--- src/rtl/mem_boot_loader.sv ---
// Boot loader: streams LOAD_COUNT words from an external loader into memory, then releases
// CPU_RST. Define BOOT_LOADER_VERIFY_EN to add XOR read-back verification of the image.
module mem_boot_loader #(
    parameter logic [25:0] BASE_ADDR  = 26'h0001000,
    parameter int unsigned LOAD_COUNT = 64
) (
    input  logic        CLK,
    input  logic        RST,
    input  logic [31:0] LD_DATA,
    input  logic        LD_VALID,
    output logic        LD_READY,
    output logic [25:0] ADDR,
    output logic [31:0] MEM_DATA_IN,
    input  logic [31:0] MEM_DATA_OUT,
    output logic        READ,
    output logic        WRITE,
    output logic        CPU_RST,
    output logic        DONE,
    output logic        ERR
);
    // 27 bits so a full 2^26-word load is representable
    localparam logic [26:0] LoadCnt = 27'(LOAD_COUNT);

    typedef enum logic [2:0] {StIdle, StWait, StWrite, StCheck, StDone} state_e;

    state_e      state_q;
    logic [26:0] index_q;
    logic [26:0] index_nxt;
    logic        ld_ready_q;
    logic        write_q;
    logic [25:0] addr_q;
    logic [31:0] mem_data_q;
    logic        cpu_rst_q;
    logic        done_q;

`ifdef BOOT_LOADER_VERIFY_EN
    logic        read_q;
    logic        err_q;
    logic [31:0] acc_wr_q;
    logic [31:0] acc_rd_q;
    logic        mismatch;

    assign mismatch = (acc_rd_q ^ MEM_DATA_OUT) != acc_wr_q;
`endif

    assign index_nxt = index_q + 27'd1;

    always_ff @(posedge CLK) begin
        if (!RST) begin
            state_q    <= StIdle;
            index_q    <= '0;
            ld_ready_q <= 1'b0;
            write_q    <= 1'b0;
            addr_q     <= '0;
            mem_data_q <= '0;
            cpu_rst_q  <= 1'b0;
            done_q     <= 1'b0;
`ifdef BOOT_LOADER_VERIFY_EN
            read_q     <= 1'b0;
            err_q      <= 1'b0;
            acc_wr_q   <= '0;
            acc_rd_q   <= '0;
`endif
        end else begin
            unique case (state_q)
                StIdle: begin
                    if (LoadCnt == 27'd0) begin
                        state_q   <= StDone;
                        done_q    <= 1'b1;
                        cpu_rst_q <= 1'b1;
                    end else begin
                        state_q    <= StWait;
                        ld_ready_q <= 1'b1;
                    end
                end
                StWait: begin
                    if (LD_VALID) begin
                        state_q    <= StWrite;
                        ld_ready_q <= 1'b0;
                        write_q    <= 1'b1;
                        addr_q     <= BASE_ADDR + index_q[25:0];
                        mem_data_q <= LD_DATA;
`ifdef BOOT_LOADER_VERIFY_EN
                        acc_wr_q   <= acc_wr_q ^ LD_DATA;
`endif
                    end
                end
                StWrite: begin
                    write_q <= 1'b0;
                    index_q <= index_nxt;
                    if (index_nxt < LoadCnt) begin
                        state_q    <= StWait;
                        ld_ready_q <= 1'b1;
                    end else begin
`ifdef BOOT_LOADER_VERIFY_EN
                        state_q <= StCheck;
                        read_q  <= 1'b1;
                        addr_q  <= BASE_ADDR;
                        index_q <= '0;
`else
                        state_q   <= StDone;
                        done_q    <= 1'b1;
                        cpu_rst_q <= 1'b1;
`endif
                    end
                end
`ifdef BOOT_LOADER_VERIFY_EN
                StCheck: begin
                    // MEM_DATA_OUT is the word at ADDR during this READ cycle
                    acc_rd_q <= acc_rd_q ^ MEM_DATA_OUT;
                    if (index_nxt < LoadCnt) begin
                        index_q <= index_nxt;
                        addr_q  <= BASE_ADDR + index_nxt[25:0];
                    end else begin
                        state_q   <= StDone;
                        read_q    <= 1'b0;
                        done_q    <= 1'b1;
                        err_q     <= mismatch;
                        cpu_rst_q <= ~mismatch;
                    end
                end
`endif
                StDone: begin
                    state_q <= StDone;
                end
                default: begin
                    state_q <= StIdle;
                end
            endcase
        end
    end

    assign LD_READY    = ld_ready_q;
    assign WRITE       = write_q;
    assign ADDR        = addr_q;
    assign MEM_DATA_IN = mem_data_q;
    assign CPU_RST     = cpu_rst_q;
    assign DONE        = done_q;

`ifdef BOOT_LOADER_VERIFY_EN
    assign READ = read_q;
    assign ERR  = err_q;
`else
    logic [31:0] unused_mem_data;

    assign unused_mem_data = MEM_DATA_OUT;
    assign READ            = 1'b0;
    assign ERR             = 1'b0;
`endif

endmodule
--- config.mk ---
export PLATFORM = sky130hd
export DESIGN_NAME = mem_boot_loader
export DESIGN_NICKNAME = d
export VERILOG_FILES = /design/src/rtl/mem_boot_loader.sv
export SDC_FILE = /design/constraint.sdc
export NUM_CORES = 1
export LEC_CHECK = 0
export ABC_AREA = 1
export CAP_MARGIN = 20
export CORE_UTILIZATION = 40
export CTS_BUF_LIST = sky130_fd_sc_hd__clkbuf_4
export DETAILED_ROUTE_END_ITERATION = 8
export PLACE_DENSITY = 0.69
export SETUP_SLACK_MARGIN = 0.15
export SLEW_MARGIN = 15
export SYNTH_ARGS = -nofsm -noshare
export SYNTH_HDL_FRONTEND = slang
export SYNTH_SLANG_ARGS = --single-unit
--- constraint.sdc ---
create_clock -name CLK -period 1.6 [get_ports CLK]
set_input_delay 0.24 -clock CLK [delete_from_list [all_inputs] [get_ports CLK]]
set_output_delay 0.24 -clock CLK [all_outputs]
set_load 0.005 [all_outputs]
## Word-level counts from Yosys, hierarchy flattened

Cells that the tools add are included.

| storage, ports and cells | value |
|---|---|
| bits in registers | 91 |
| bits in latches | 0 |
| RAM bits | 0 |
| bits in read-only memories | 0 |
| input bits | 67 |
| output and inout bits | 64 |
| word-level logic and storage cells | 31 |
| memories | 0 |

| operators by class | value |
|---|---|
| add/subtract/negate cells | 2 |
| multiply operators | 0 |
| div/mod/pow operators | 0 |
| magnitude comparators | 1 |
| equality and inequality tests | 5 |
| shifts and indexed selects | 0 |
| muxes and demuxes | 8 |
| bitwise operators | 1 |
| reduce and logical (&&, ||, !) cells | 7 |

Operator list:

| cell | number |
|---|---|
| adder 27 x 1 -> 27 bit (second input constant) | 1 |
| < comparator 27 x 7 -> 1 bit (second input constant) | 1 |
| adder 13 x 26 -> 26 bit (first input constant) | 1 |
| one-hot mux 3 bit (4 select lines) | 1 |
| 2-to-1 mux 3 bit | 2 |
| AND reduction 2 bit | 3 |
| inequality test 2 bit (second input constant) | 2 |
| equality test 3 x 1 -> 1 bit (second input constant) | 1 |
| equality test 3 x 2 -> 1 bit (second input constant) | 1 |
| equality test 3 bit (second input constant) | 1 |
| logical NOT 3 bit | 1 |
| 2-to-1 mux 1 bit | 3 |
| one-hot mux 1 bit (3 select lines) | 1 |
| AND reduction 3 bit | 1 |
| nonzero test 3 bit | 1 |
| one-hot mux 1 bit (2 select lines) | 1 |
| nonzero test 2 bit | 1 |
| NOT 1 bit | 1 |

## Logic depth before layout (Yosys ltp)

| depth | value |
|---|---|
| depth after elaboration | 4 |
| mapped depth | 16 |
| gate-level depth less buffers | 16 |

## Least setup slack after synthesis

Ideal clock, no wire load.

| timing path | value |
|---|---|
| path kind | flip-flop to flip-flop |
| from | reg index_q[12] |
| to | reg ld_ready_q (netlist: LD_READY) |
| library setup time | 66 ps |
| arrival time | 1668 ps |
| required time | 1534 ps |
| path slack | -134 ps |
| stages on the path, launching flop included | 14 |
| path buffers | 0 |
| period minus slack after synthesis | 1734 ps |
| cell sequence | dfxtp_1 ha_1 inv_1 nor2_2 nand3_1 nand2_1 nand3_1 o21ai_0 nand3_1 nor2_1 nand2_1 nand2_2 nand2_1 a21oi_2 |

| on the way | value |
|---|---|
| cells in the longest elaborated chain, start to end | 4 |

Ends and longest elaborated chain:

| what | line | text |
|---|---|---|
| start, declared | 27 | `logic [26:0] index_q;` |
| start signal, assigned | 90 | `index_q <= index_nxt;` |
| adder 27 x 1 -> 27 bit | 46 | `assign index_nxt = index_q + 27'd1;` |
| < comparator 27 x 7 -> 1 bit | 91 | `if (index_nxt < LoadCnt) begin` |
| inequality test 2 bit (no source line) | -- |  |
| AND reduction 3 bit (no source line) | -- |  |
| end signal, assigned | 52 | `ld_ready_q <= 1'b0;` |
| end signal, assigned | 73 | `ld_ready_q <= 1'b1;` |
| end signal, assigned | 93 | `ld_ready_q <= 1'b1;` |
| end, declared | 29 | `logic ld_ready_q;` |

Every way passes these cells.
A chain may end at the register's enable or synchronous reset.

## Worst setup path after layout

| timing path | value |
|---|---|
| from | reg index_q[11] |
| to | reg ld_ready_q (netlist: LD_READY) |

The elaborated chain is that of the path after synthesis.

==> flow_summary_export.csv <==
group,metric,value,unit
flow_run,drv_cap,0,
floorplanning,initial_core_util,0.410,
min_path,hp-class,"in -> reg",
floorplanning,io_pins,131,
detailed_routing,drtIter0Drc,241,
sta,layout_setup_ws,-0.371,ns
floorplanning,die_w,105,µm
synthesis,yosys.area_share.xor_xnor,0.0146,
synthesis,ys_warn_count,0,
status,violations,"negative setup slack",
sta,holdWs,0.0410,ns
worst_setup_path,required,2.00,ns
synthesis,ys_seq_elements,91,
grt,grt_pass1_vias,4232,
floorplanning,die_area,10900,µm²
sta,skew,0.0148,ns
grt,grt_first_pass_wirelength,19700,µm
power_and_ir_drop,p_per_area,713,nW/µm²
sta,slew_violations,0,
worst_setup_path,cp-end-kind,"flop",
synthesis,synthMuxAreaShare,0,
clock_network,path_clk_slew,0.13,ns
finish,nets,855,
detailed_routing,route.detailed.drc,0,
clock_network,clock_path_buffers,2,
grt,antenna_found_initial,0,
grt,track_usage,0.225,
place,dp_hpwl,8500,µm
synthesis,yosys.area_share.simple,0.286,
power_and_ir_drop,peakVddDrop,0.000355,V
sta,rsz0062_at_grt,"yes",
synthesis,synth_edf_count,0,
synthesis,ys_async_sr_fraction,0,
finish,final.fill_count,903,
detailed_routing,ant_nets,0,
detailed_routing,via_count,4603,
grt,grt_max_degree,73,
power_and_ir_drop,p_leak,3.10,nW
finish,layout_commonest_cell,"nor2_1",
clock_network,hold_buffers,0,
status,outcome,"complete, but fails checks",
finish,antenna_cells,0,
detailed_routing,drtPass1Iterations,5,
sta,finalHoldViolations,0,
sta,fin_crit,1.97,ns
synthesis,synth-compound-area-share,0.162,
finish,drive_gt1_frac,0.341,
clock_network,cts_num_sinks,91,
place,io_buffers,96,
synthesis,synth_top_family_by_area,"simple AND/OR/NAND/NOR gates",
synthesis,yosys.cell_types.count,32,
sta,setup_violations,5,
synthesis,netlist_area,4210,µm²
detailed_routing,vias_per_cell,4.98,
clock_network,cts_made_buffers,9,
finish,most-common-layout-cells,"nor2_1, nand2_1, buf_4",
finish,area_growth,54.6,%
sta,max_clock_freq,507,MHz
clock_network,cts_tree,"yes",
clock_network,cts_root_buf,"clkbuf_4",
place,gp_congestion,0.852,
detailed_routing,wl_per_cell,14.1,µm
sta,period_share,1.23,
floorplanning,die_h,105,µm
synthesis,synthAdderAreaFrac,0.00594,
synthesis,syn_area_per_cell,6.85,µm²
floorplanning,coreArea,10300,µm²
sta,fin_tns_setup,-1.43,ns
grt,overflow,0,
clock_network,clk_latency,0.46,ns
clock_network,htree_num_levels,3,
synthesis,ys_seq_area_frac,0.433,
detailed_routing,routed_wl,13000,µm
synthesis,ys.flop_type,"dfxtp_1",
worst_setup_path,worstPathMaxFanout,7,
worst_setup_path,path_class,"reg -> reg",
worst_setup_path,critPathLaunchType,"flop",
synthesis,synthCells,615,
worst_setup_path,cp.arrival,2.37,ns
floorplanning,rows,37,
worst_setup_path,rrSetupSlack,-0.37,ns
==> layout make-up <==
| type | count | area (µm²) | area share |
|---|---|---|---|
| repair buffers | 189 | 1710 | 0.262 |
| well taps | 136 | 170 | 0.0261 |
| inverters | 77 | 302 | 0.0463 |
| multi-input cells | 418 | 2300 | 0.354 |
| flip-flops and latches | 91 | 1930 | 0.296 |
| clock buffers | 9 | 67.6 | 0.0104 |
| clock inverters | 5 | 32.5 | 0.00500 |
==> flip-flops by register name (all words and copies together) (netlist names) <==
signal       cells
MEM_DATA_IN     32
DONE             1
LD_READY         1
state_q          3
WRITE            1
index_q         27
ADDR            26
==> repair_timing <==
item	4_1_cts	5_1_grt
cloned	0	1
pin swaps	11	27
endpoints found under the setup margin	85	79
setup buffers	10	15
resized for setup	162	93
==> worst paths after layout <==
kind	cells after the start	from	end
max reg2reg	14	index_q[11]	LD_READY
max	14	index_q[11]	LD_READY
min reg2reg	2	WRITE	WRITE
min	3	RST	ADDR[16]
==> cell usage after synthesis, types with 4 or more instances <==
cell type  instances  area share
nor2_2             5      0.0074
xor2_1             7       0.015
nand4_1            8       0.012
nor2_1           118        0.11
nor2_4             4       0.011
dfxtp_1           91        0.43
o21ai_0           71       0.084
o211ai_1          14       0.025
nand2_1          105       0.094
nor3_1             4      0.0048
buf_1              4      0.0036
clkbuf_1          20       0.018
a21oi_1           29       0.034
inv_1             73       0.065
nand2_2            5      0.0074
nand3_1           30       0.036
==> report_power, final <==
| group | switching [mW] | internal [mW] |
|---|---|---|
| combinational | 0.499 | 0.504 |
| sequential | 0.0987 | 2.46 |
| clock | 0.787 | 0.297 |
==> kinds of logic (layout without fill, tap and decap cells) <==
group,after synthesis,after routing
AO/OA/AOI/OAI,125,125
AND/OR/NAND/NOR,282,282
buffers and inverters,107,280
adder cells (fa/ha/maj),2,2
flip-flops,91,91
other,1,2
XOR/XNOR,7,7
==> metal layers <==
metal | up-vias | wire length (µm) | global-route usage
li1 | 2308 | - | -
met5 | - | 0 | 0
met1 | 2133 | 5450 | 0.268
met3 | 34 | 521 | 0.0331
met2 | 128 | 6620 | 0.391
met4 | 0 | 420 | 0.119
==> critical path, cell delays in order, from the launching register on <==
cell	delay, ns
dfxtp_1	0.40
nand2_1	0.14
nor2_2	0.22
inv_1	0.11
nor2_4	0.19
nand3_2	0.10
nand2_2	0.09
nand2_1	0.05
nor2_1	0.10
nand2_1	0.07
nor2_2	0.14
nand2_1	0.09
nand2_2	0.09
nand2_2	0.05
a21oi_2	0.10
==> through the flow <==
step	utilization	instances	setup slack (ns)	total power, mW	cell area [µm²]
floorplan	-	616	-0.0477	3.04	4240
global placement	0.562	885	-0.315	3.56	5780
detailed placement	0.562	885	-0.319	3.58	5780
CTS	0.591	909	-0.275	4.60	6070
global route	0.633	925	-0.561	4.90	6510
finish	0.633	925	-0.371	4.64	6510
(Power assumes the default switching activity.)
